`src/rtl/mult_issue_if.sv`:
```
`default_nettype none
// ============================================================================
// Module      : mult_issue_if
// Description : Issue-side request/result bus plus iterative-multiplier bus.
// Revision    : 1.0 - initial release
// ============================================================================
interface mult_issue_if #(
    parameter int DW = 32
);
    logic          ctrl_MULT;
    logic [DW-1:0] data_operandA;
    logic [DW-1:0] data_operandB;
    logic          busy;
    logic [DW-1:0] data_result;
    logic          data_exception;
    logic          timeout;
    logic          result_valid;
    logic          result_ready;
    logic [DW-1:0] m_operandA;
    logic [DW-1:0] m_operandB;
    logic          m_rst;
    logic [DW-1:0] m_result;
    logic          m_exception;
    logic          m_resultRDY;

    // Issue controller view
    modport slave (
        input  ctrl_MULT, data_operandA, data_operandB, result_ready,
               m_result, m_exception, m_resultRDY,
        output busy, data_result, data_exception, timeout, result_valid,
               m_operandA, m_operandB, m_rst
    );

    // Requester + multiplier (environment) view
    modport master (
        output ctrl_MULT, data_operandA, data_operandB, result_ready,
               m_result, m_exception, m_resultRDY,
        input  busy, data_result, data_exception, timeout, result_valid,
               m_operandA, m_operandB, m_rst
    );
endinterface
`default_nettype wire

```
`src/rtl/mult_issue.sv`:
```
`default_nettype none
// ============================================================================
// Module      : mult_issue
// Description : Issues operands to an iterative multiplier, waits with a
//               watchdog, and presents the result on a valid/ready handshake.
// Revision    : 1.0 - initial release
// ============================================================================
module mult_issue #(
    parameter int TIMEOUT = 20,
    parameter int DW      = 32
) (
    input  wire logic   clk,
    input  wire logic   rst,
    mult_issue_if.slave bus
);
    localparam int c_WD_W = ($clog2(TIMEOUT + 1) > 5) ? $clog2(TIMEOUT + 1) : 5;
    localparam logic [c_WD_W-1:0] c_WD_LAST = c_WD_W'(TIMEOUT - 1);

    typedef enum logic [1:0] {
        S_IDLE  = 2'd0,
        S_CLEAR = 2'd1,
        S_RUN   = 2'd2,
        S_DONE  = 2'd3
    } state_t;

    state_t            r_state;
    state_t            w_state_next;
    logic              w_accept;
    logic              w_capture;
    logic              w_abort;
    logic [c_WD_W-1:0] r_wd;
    logic [DW-1:0]     r_op_a;
    logic [DW-1:0]     r_op_b;
    logic [DW-1:0]     r_result;
    logic              r_exception;
    logic              r_timeout;

    always_ff @(posedge clk or negedge rst) begin
        if (!rst) begin
            r_state <= S_IDLE;
        end else begin
            r_state <= w_state_next;
        end
    end

    always_comb begin
        w_state_next = r_state;
        w_accept     = 1'b0;
        w_capture    = 1'b0;
        w_abort      = 1'b0;
        case (r_state)
            S_IDLE: begin
                if (bus.ctrl_MULT) begin
                    w_accept     = 1'b1;
                    w_state_next = S_CLEAR;
                end
            end
            S_CLEAR: begin
                w_state_next = S_RUN;
            end
            S_RUN: begin
                // A ready result on the last watchdog cycle still wins over abort
                if (bus.m_resultRDY) begin
                    w_capture    = 1'b1;
                    w_state_next = S_DONE;
                end else if (r_wd == c_WD_LAST) begin
                    w_abort      = 1'b1;
                    w_state_next = S_DONE;
                end
            end
            S_DONE: begin
                if (bus.result_ready) begin
                    if (bus.ctrl_MULT) begin
                        w_accept     = 1'b1;
                        w_state_next = S_CLEAR;
                    end else begin
                        w_state_next = S_IDLE;
                    end
                end
            end
            default: begin
                w_state_next = S_IDLE;
            end
        endcase
    end

    always_ff @(posedge clk or negedge rst) begin
        if (!rst) begin
            r_wd        <= '0;
            r_op_a      <= '0;
            r_op_b      <= '0;
            r_result    <= '0;
            r_exception <= 1'b0;
            r_timeout   <= 1'b0;
        end else begin
            r_wd <= (r_state == S_RUN) ? r_wd + 1'b1 : '0;
            if (w_accept) begin
                r_op_a <= bus.data_operandA;
                r_op_b <= bus.data_operandB;
            end
            if (w_capture) begin
                r_result    <= bus.m_result;
                r_exception <= bus.m_exception;
                r_timeout   <= 1'b0;
            end else if (w_abort) begin
                r_result    <= '0;
                r_exception <= 1'b1;
                r_timeout   <= 1'b1;
            end
        end
    end

    // Multiplier clear is held during reset as well as for the CLEAR cycle
    assign bus.m_rst          = ~rst | (r_state == S_CLEAR);
    assign bus.busy           = (r_state != S_IDLE);
    assign bus.result_valid   = (r_state == S_DONE);
    assign bus.m_operandA     = r_op_a;
    assign bus.m_operandB     = r_op_b;
    assign bus.data_result    = r_result;
    assign bus.data_exception = r_exception;
    assign bus.timeout        = r_timeout;
endmodule
`default_nettype wire

```
`src/flat_wrapper.sv`:
```
// flat-port wrapper written by rule: the top's interface ports become plain ports
module mult_issue_flat 
#(
    parameter int TIMEOUT = 20,
    parameter int DW      = 32
)
  (clk, rst, bus_ctrl_MULT, bus_data_operandA, bus_data_operandB, bus_result_ready, bus_m_result, bus_m_exception, bus_m_resultRDY, bus_busy, bus_data_result, bus_data_exception, bus_timeout, bus_result_valid, bus_m_operandA, bus_m_operandB, bus_m_rst);
  mult_issue_if #(.DW(DW)) bus_i ();
  input  wire logic clk;
  input  wire logic rst;
  input wire logic [$bits(bus_i.ctrl_MULT)-1:0] bus_ctrl_MULT;
  input wire logic [$bits(bus_i.data_operandA)-1:0] bus_data_operandA;
  input wire logic [$bits(bus_i.data_operandB)-1:0] bus_data_operandB;
  input wire logic [$bits(bus_i.result_ready)-1:0] bus_result_ready;
  input wire logic [$bits(bus_i.m_result)-1:0] bus_m_result;
  input wire logic [$bits(bus_i.m_exception)-1:0] bus_m_exception;
  input wire logic [$bits(bus_i.m_resultRDY)-1:0] bus_m_resultRDY;
  output wire logic [$bits(bus_i.busy)-1:0] bus_busy;
  output wire logic [$bits(bus_i.data_result)-1:0] bus_data_result;
  output wire logic [$bits(bus_i.data_exception)-1:0] bus_data_exception;
  output wire logic [$bits(bus_i.timeout)-1:0] bus_timeout;
  output wire logic [$bits(bus_i.result_valid)-1:0] bus_result_valid;
  output wire logic [$bits(bus_i.m_operandA)-1:0] bus_m_operandA;
  output wire logic [$bits(bus_i.m_operandB)-1:0] bus_m_operandB;
  output wire logic [$bits(bus_i.m_rst)-1:0] bus_m_rst;
  assign bus_i.ctrl_MULT = bus_ctrl_MULT;
  assign bus_i.data_operandA = bus_data_operandA;
  assign bus_i.data_operandB = bus_data_operandB;
  assign bus_i.result_ready = bus_result_ready;
  assign bus_i.m_result = bus_m_result;
  assign bus_i.m_exception = bus_m_exception;
  assign bus_i.m_resultRDY = bus_m_resultRDY;
  assign bus_busy = bus_i.busy;
  assign bus_data_result = bus_i.data_result;
  assign bus_data_exception = bus_i.data_exception;
  assign bus_timeout = bus_i.timeout;
  assign bus_result_valid = bus_i.result_valid;
  assign bus_m_operandA = bus_i.m_operandA;
  assign bus_m_operandB = bus_i.m_operandB;
  assign bus_m_rst = bus_i.m_rst;
  mult_issue #(.TIMEOUT(TIMEOUT), .DW(DW)) u_core (.clk(clk), .rst(rst), .bus(bus_i));
endmodule
```
`config.mk`:
```
export PLATFORM = sky130hd
export DESIGN_NAME = mult_issue_flat
export DESIGN_NICKNAME = d
export VERILOG_FILES = /design/src/rtl/mult_issue_if.sv /design/src/rtl/mult_issue.sv /design/src/flat_wrapper.sv
export SDC_FILE = /design/constraint.sdc
export NUM_CORES = 1
export LEC_CHECK = 0
export CELL_PAD_IN_SITES_DETAIL_PLACEMENT = 1
export CELL_PAD_IN_SITES_GLOBAL_PLACEMENT = 2
export CORE_MARGIN = 2
export CORE_UTILIZATION = 27
export DETAILED_ROUTE_END_ITERATION = 8
export PLACE_DENSITY = 0.9
export SYNTH_ARGS = -nofsm -noshare
export SYNTH_HDL_FRONTEND = slang
export SYNTH_SLANG_ARGS = --single-unit
```
`constraint.sdc`:
```
create_clock -name clk -period 2.1 [get_ports clk]
set_input_delay 0.525 -clock clk [delete_from_list [all_inputs] [get_ports clk]]
set_output_delay 0.525 -clock clk [all_outputs]
set_load 0.01 [all_outputs]
```
-- Yosys cells after proc, flatten, opt, wreduce, memory -nomap -nowiden
Cells that the tools add are included.
- register bits after elaboration: 105
- word-level logic and storage cells: 41
- input port bits: 102
- output and inout port bits: 101
- multiplexer cells: 20
- reduce and logical (&&, ||, !) cells: 4
- bitwise logic cells: 2
- add/sub/neg operators: 1
- eq/ne operators: 7
- operators by type and width (cell ; number):
    $mux W32 ; 2
    $mux W1 ; 11
    $mux W2 ; 4
    $pmux W2 S4 ; 1
    $add A5 B1 Y5 const B ; 1
    $eq A5 B5 Y1 const B ; 1
    $mux W5 ; 1
    $eq A2 B2 Y1 const B ; 2
    $ne A2 B2 Y1 const B ; 2
    $reduce_bool A2 Y1 ; 2
    $ne A3 B2 Y1 const B ; 1
    $reduce_and A3 Y1 ; 1
    $eq A2 B1 Y1 const B ; 1
    $logic_not A2 Y1 ; 1
    $pmux W1 S2 ; 1
    $not A1 Y1 ; 1
    $or A1 B1 Y1 ; 1

-- Depth between registers and ports, before layout
- word-level depth: 6
- gate-level depth with buffers: 7
- mapped depth without buffers: 6

-- Worst setup path after synthesis
Ideal clock, no wire load.
- kind: register -> register
- start: reg u_core.r_state[0]
- end: reg u_core.r_op_a[0], in the netlist u_core.bus.m_operandA[0]
- cell stages (with the launch flop): 7
- data required time: 1.975 ns
- path slack: 0.363 ns
- data arrival time: 1.612 ns
- clock period less this slack: 1.737 ns
- buffers on the path: 2
- setup time: 0.125 ns
- path through: dfrtp_1 > inv_1 > ha_1 > nor3b_2 > buf_6 > buf_12 > mux2_4
- longest elaborated chain between the ends: 2
- elaborated cells between the ends (all ways): 3
- classes of those cells: eq/ne: 1; mux: 1; reduce/logical: 1
- RTL lines (what ; line ; text):
    start: declaration ; mult_issue.sv:26 ; state_t r_state;
    start signal: assignment ; mult_issue.sv:42 ; r_state <= w_state_next;
    $eq A2 B2 Y1 / $logic_not A2 Y1 (equally long branches) ; mult_issue.sv:51 ; case (r_state)
    $pmux W1 S2 * ; mult_issue.sv:51 ;
    end signal: assignment ; mult_issue.sv:98 ; r_op_a <= bus.data_operandA;
    end: declaration ; mult_issue.sv:32 ; logic [DW-1:0] r_op_a;
Mark *: on every way between the ends. The rest lies on a longest branch, timed or not.
A chain may end at the register's enable or synchronous reset.

-- Worst setup path in the final report
- start: reg u_core.r_state[1]
- end: out bus_m_rst
- longest elaborated chain between the ends: 2
- RTL lines (what ; line ; text):
    $eq A2 B1 Y1 ; mult_issue.sv:114 ; assign bus.m_rst = ~rst | (r_state == S_CLEAR);
    $or A1 B1 Y1 ; mult_issue.sv:114 ;
    end: declaration ; flat_wrapper.sv:25 ; output wire logic [$bits(bus_i.m_rst)-1:0] bus_m_rst;
Every way passes these cells.

==> flow_summary.yaml <==
global_routing:
  antenna_found_initial: 0
  grt_max_degree: 63
  grt_pass1_vias: 3333
  overflow: 0
  grt_pass1_wl_um: 18400
  grt_util_all_layers_pct: 14.2
floorplanning:
  die_w_um: 131
  dieArea_um2: 17100
  dieHeight_um: 131
  row_count: 46
  initial_core_util_pct: 27.4
  core_region_area_um2: 15800
  num_io_pins: 203
synth:
  syn_area_um2: 4330
  synth.avg_cell_area_um2: 17.2
  synth_top_area_share_pct: 60.7
  synth.top_cells.by_area: "dfrtp_1 61%, mux2_4 21%, a22o_1 6.5%"
  yosysTopAreaCell: "dfrtp_1"
  ys_warn_count: 0
  synth_cell_types: 24
  postSynthCellCount: 252
  syn_nets: 360
  ys_seq_area_share_pct: 60.7
  ys_ff_latch: 105
run_status:
  status: "finished, final reports clean"
drt:
  vias: 2925
  dr.pass1.iters: 4
  wl_per_cell_um: 17.3
  drc: 0
  via_per_inst: 4.25
  first_iter_violations: 84
  route.final.wire_length_um: 11900
  postRouteAntennaNets: 0
clock_tree:
  cts_tree: "done"
  path_clk_slew_ns: 0.07
  cts_max_path_buffers: 2
  hold_buffers: 0
  cts_sinks: 105
  root_buffer: "clkbuf_16"
  h-tree-depth: 3
  clock_latency_ns: 0.34
  cts_buffers: 9
power_and_ir_drop:
  p_sw_share_pct: 30.2
  vdd_drop_max_v: 0.000666
  power_uw: 10500
  powerDensity_nw_per_um2: 1510
  p_int_uw: 7320
  p_leak_uw: 0.00305
  p_sw_uw: 3170
  clkPwrFrac_pct: 16.4
  combPwrFrac_pct: 49.2
  p_seq_share_pct: 34.4
worst_setup_path:
  crit_arrival_ns: 1.46
  cp_max_fo: 4
  critPathRequiredTime_ns: 1.57
  crit_path_end_kind: "primary output"
  setup.worst_path.start_class: "flop"
  worstSetupPathType: "reg -> out"
hold_path:
  hp-class: "in -> async"
cells_and_area:
  final_cells: 689
  layout_commonest_cell: "clkdlybuf4s50_1"
  antenna_cells: 0
  nets: 576
  area_growth_pct: 60.7
  drive_gt1_share_pct: 22.2
  fin_util_pct: 44.1
  layout_common_cells: "198 x clkdlybuf4s50_1, 105 x dfrtp_1, 60 x mux2_4, 32 x a22o_1, 13 x buf_4"
  fillCellCount: 1620
place:
  hpwlAfterDp_um: 8960
  dpl.cell_count: 672
  port_buffers: 202
  gp_congestion: 0.710
sta:
  tightest_slew_ns: 0.783
  fmax_mhz: 505
  min_period_ns: 1.98
  skew_ns: 0.00772
  finalCritPeriodShare_pct: 94.3
  rsz0062_at_grt: "false"
  max_slew_margin_pct: 47.8
  slew_violations: 0
  hold_ws_ns: 0.295
  finalSetupViolCount: 0
  tns_ns: 0
  hold_violations: 0
job:
  maxCapViolations: 0
[power groups by stage]
stage / combinational [µW] / sequential, µW / clock, µW
final: 5170 / 3610 / 1720
after global routing: 5510 / 3740 / 1880
after CTS: 5250 / 3620 / 1800
after detailed placement: 5220 / 3630 / 0
after global placement: 5030 / 3600 / 0
after floorplan: 2200 / 3960 / 0
[critical path, stage by stage (launching register included)]
cell and delay (ns):
dfrtp_1 0.40, inv_1 0.11, ha_1 0.18, nand2b_1 0.13, dlygate4sd2_1 0.30
[state kept, by name, summed over array words and instances, names as in the netlist]
register and cells:
u_core.bus.data_exception 1, u_core.bus.data_result 32, u_core.bus.m_operandA 32, u_core.bus.m_operandB 32, u_core.bus.timeout 1, u_core.r_state 2, u_core.r_wd 5
[kinds of logic after synthesis]
| family | share of synthesized area (%) |
|---|---|
| multiplexers | 22.1 |
| AND/OR/NAND/NOR | 2.46 |
| adder cells (fa/ha/maj) | 1.73 |
| buffers and inverters | 4.19 |
| XOR/XNOR | 0.607 |
| AO/OA/AOI/OAI | 8.18 |
| flip-flops | 60.7 |
[layout make-up]
type	instances	area (µm²)	share of cell area, %
Clock buffer	11	243	3.49
Clock inverter	5	62.6	0.899
Inverter	4	15.0	0.216
Multi-Input combinational cell	129	1530	22.0
Sequential cell	105	2630	37.8
Tap cell	216	270	3.89
Timing Repair Buffer	219	2210	31.8
[final timing paths]
kind	end	depth (start not counted)	startpoint	slack [ns]
min in group clk	u_core.r_wd[0]$_DFF_PN0_	1	u_core.r_wd[0]$_DFF_PN0_	0.46
max in group asynchronous	u_core.bus.data_result[31]$_DFFE_PN0P_	3	rst	0.60
hold reg to reg	u_core.r_wd[0]$_DFF_PN0_	1	u_core.r_wd[0]$_DFF_PN0_	0.46
setup / recovery	bus_m_rst	4	u_core.r_state[1]$_DFFE_PN0P_	0.12
hold / removal	u_core.r_wd[2]$_DFF_PN0_	2	rst	0.30
setup reg to reg	u_core.bus.m_operandB[25]$_DFFE_PN0P_	6	u_core.r_state[1]$_DFFE_PN0P_	0.16
[cells in the mapped netlist]
cell / n
a2111oi_2: 1
a21oi_1: 4
a22o_1: 32
and2_1: 5
and4bb_4: 1
buf_12: 6
buf_2: 7
buf_6: 1
dfrtp_1: 105
ha_1: 6
inv_1: 4
mux2_2: 5
mux2_4: 60
nand2b_1: 2
nand3_1: 2
nor2_1: 1
nor2b_1: 2
nor3b_2: 1
o21ai_4: 1
o21bai_1: 1
o221ai_2: 1
or2b_1: 1
xnor2_1: 2
xor2_1: 1
[metal layers]
layer / global-route usage [%] / routed length [µm] / vias to the layer above
met3: 5.94 / 1100 / 7
met5: 0 / 0 / -
li1: - / - / 1331
met4: 2.69 / 100 / 0
met1: 17.7 / 5090 / 1444
met2: 23.3 / 5660 / 143
[repair_timing]
item / in CTS / in global routing
endpoints found under the setup margin: 3 / 2
setup buffers: 1 / 0
gates cloned: 0 / 0
resized for setup: 3 / 2
[per-stage QoR]
step                area [µm²]  setup slack, ns
finish                    6960            0.119
global route              6960           0.0349
CTS                       6950           0.0104
detailed placement        6640           -0.141
global placement          6640          -0.0811
floorplan                 4330            0.363
Power figures use the tool's default switching activity.
==> patch, RTL diff (same settings) <==
`r_wd` no longer has a reset.
--- a/src/rtl/mult_issue.sv
+++ b/src/rtl/mult_issue.sv
@@ -88,3 +88,2 @@
         if (!rst) begin
-            r_wd        <= '0;
             r_op_a      <= '0;
@@ -95,3 +94,2 @@
         end else begin
-            r_wd <= (r_state == S_RUN) ? r_wd + 1'b1 : '0;
             if (w_accept) begin
@@ -112,2 +110,6 @@
 
+    always_ff @(posedge clk) begin
+        r_wd <= (r_state == S_RUN) ? r_wd + 1'b1 : '0;
+    end
+
     // Multiplier clear is held during reset as well as for the CLEAR cycle
Behaviour: same outputs for any inputs over 10 cycles, from zero or initial values and one cycle with rst low; that may be too few to reach the edited logic, so the function may still have changed.
==> patch against the original RTL <==
First-iteration DRC count shrank 15%. Cell area is essentially flat. Hold slack lost 0.034 ns. Wire length shrank 1.1%. Sequential cell count is the same. Synthesized area shrank 0.49%. Total power grew 0.32%. Highest routed layer unchanged. Worst setup slack lost 0.020 ns.
==> patch: results (changes against the original RTL) <==
metric;value;unit;change
largest fanout on the critical path;2;;was 4
Wirelength per Cell;17.17;um;was 17.34 um
status;completed;;unchanged
Max-Slew Margin vs Limit;62.68;%;was 47.78%
Clock Tree Root;clkbuf_16;;unchanged
port buffer count;202;;unchanged
Synth Area in Adders;1.743;%;was 1.735%
vias in the first global route;3359;;was 3333
GRT Util Overall;13.79;%;was 14.19%
data arrival time of the critical path;1.48;ns;was 1.46 ns
yosys warns;0;;unchanged
Synth area leaders;dfrtp_1, mux2_4, a22o_1;;unchanged
met3 Use GR;4.223;%;was 5.945%
clock-pin slew of the registers on the worst-case setup and hold paths;0.07;ns;about the same
vias per inst;4.286;;was 4.245
DRT Pass-1 Iters;4;;unchanged
CTS Buf Count;9;;unchanged
first-pass GRT wire length;17950;um;was 18390 um
gpl congestion;0.7072;;was 0.7097
Max VDD drop;0.0005474;V;was 0.0006663 V
multiplexer share of the synthesized area;22.23;%;was 22.12%
Cells after DPL;670;;was 672
# H-tree levels;3;;unchanged
Top FF cell, synth;dfrtp_1;;unchanged
sequential element share of the synthesized area;60.43;%;was 60.71%
DRT met1 WL;4838;um;was 5086 um
Yosys cell types;26;;was 24
clk_lat worst skew;0.35;ns;
Worst Skew;0.01129;ns;was 0.007722 ns
layout cells sized above 1;21.82;%;was 22.20%
Synth Area in Compound Gates;8.222;%;was 8.182%
Cell Count, Final, Fillers Out;688;;was 689
HP Class;primary input to asynchronous set/reset pin;;unchanged
largest net degree at the start of global routing;101;;was 63
GRT met1 Usage;16.52;%;was 17.71%
Synth top cells by count;dfrtp_1, mux2_4, a22o_1;;unchanged
DRC;0;;unchanged
Initial DRC Count;71;;was 84
ys async rst share;95.24;%;was 100.0%
Post-Synth XOR/XNOR Area;0.6101;%;was 0.6071%
met3 routed WL;1154;um;was 1099 um
Leak;3.022;nW;was 3.045 nW
met2 global-route usage;23.19;%;was 23.35%
FILL cells;1598;;was 1620
net count after synthesis;360;;unchanged
synthesized instance count;252;;unchanged
post-DP HPWL;8597;um;was 8958 um
clk buf depth;2;;unchanged
Total Nets Final;575;;was 576
routed length on met2;5644;um;was 5659 um
pre-CTS setup slack;-0.06284;ns;was -0.1408 ns
Diodes inserted;0;;unchanged
reg2reg path depth;6;;unchanged
[patch: cell families after synthesis]
logic type                 count (synthesis)
DFF                                      105
muxes                                     65
AOI/OAI and AO/OA                         40
buffers and inverters                     18
and+or+nand+nor                           15
adders and majority gates                  6
xor gates and xnor gates                   3
[patch: where the power goes]
group	switching, W	total [W]	internal, W
combinational	0.00181	0.00520	0.00339
clock	0.000774	0.00174	0.000970
sequential	0.000587	0.00359	0.00300
[patch: final timing paths]
check,startpoint,end,slack (ns)
setup / recovery,u_core.r_state[0],bus_m_rst,0.1
hold / removal,rst,u_core.bus.data_result[28],0.26
setup reg to reg,u_core.r_state[0],u_core.bus.m_operandB[21],0.18
hold reg to reg,u_core.r_wd[0],u_core.r_wd[0],0.46
max in group asynchronous,rst,u_core.bus.data_result[29],1.40
min in group clk,u_core.r_wd[0],u_core.r_wd[0],0.46
[patch: layout make-up]
class	count	area (um^2)	share of cell area [%]
clock buffer	10	239.0	3.435
sequential	105	2603	37.41
tap	216	270.3	3.885
clock inverter	6	72.57	1.043
inverter	4	15.01	0.2158
multi-input combinational	129	1521	21.87
timing repair buffer	218	2236	32.14
[patch: critical path: stages (launching register included)]
cell	delay [ns]
dfrtp_1	0.40
buf_4	0.15
ha_1	0.18
nand2b_1	0.13
dlygate4sd2_1	0.28
[patch: metrics by stage]
step	cell area, um^2	TNS, ns	hold slack [ns]	utilization (%)
CTS	6957	0	0.3111	44.27
global route	6957	0	0.3348	44.27
floorplan	4307	0	0.2294	-
detailed placement	6634	-1.340	0.4499	42.22
finish	6957	0	0.2609	44.27
global placement	6634	-0.5596	0.4330	42.22
[patch: what timing repair did]
action,CTS,global route
setup endpoints to repair,3,0
endpoints found under the hold margin,0,0
gates resized for setup,3,0
setup buffers,2,0
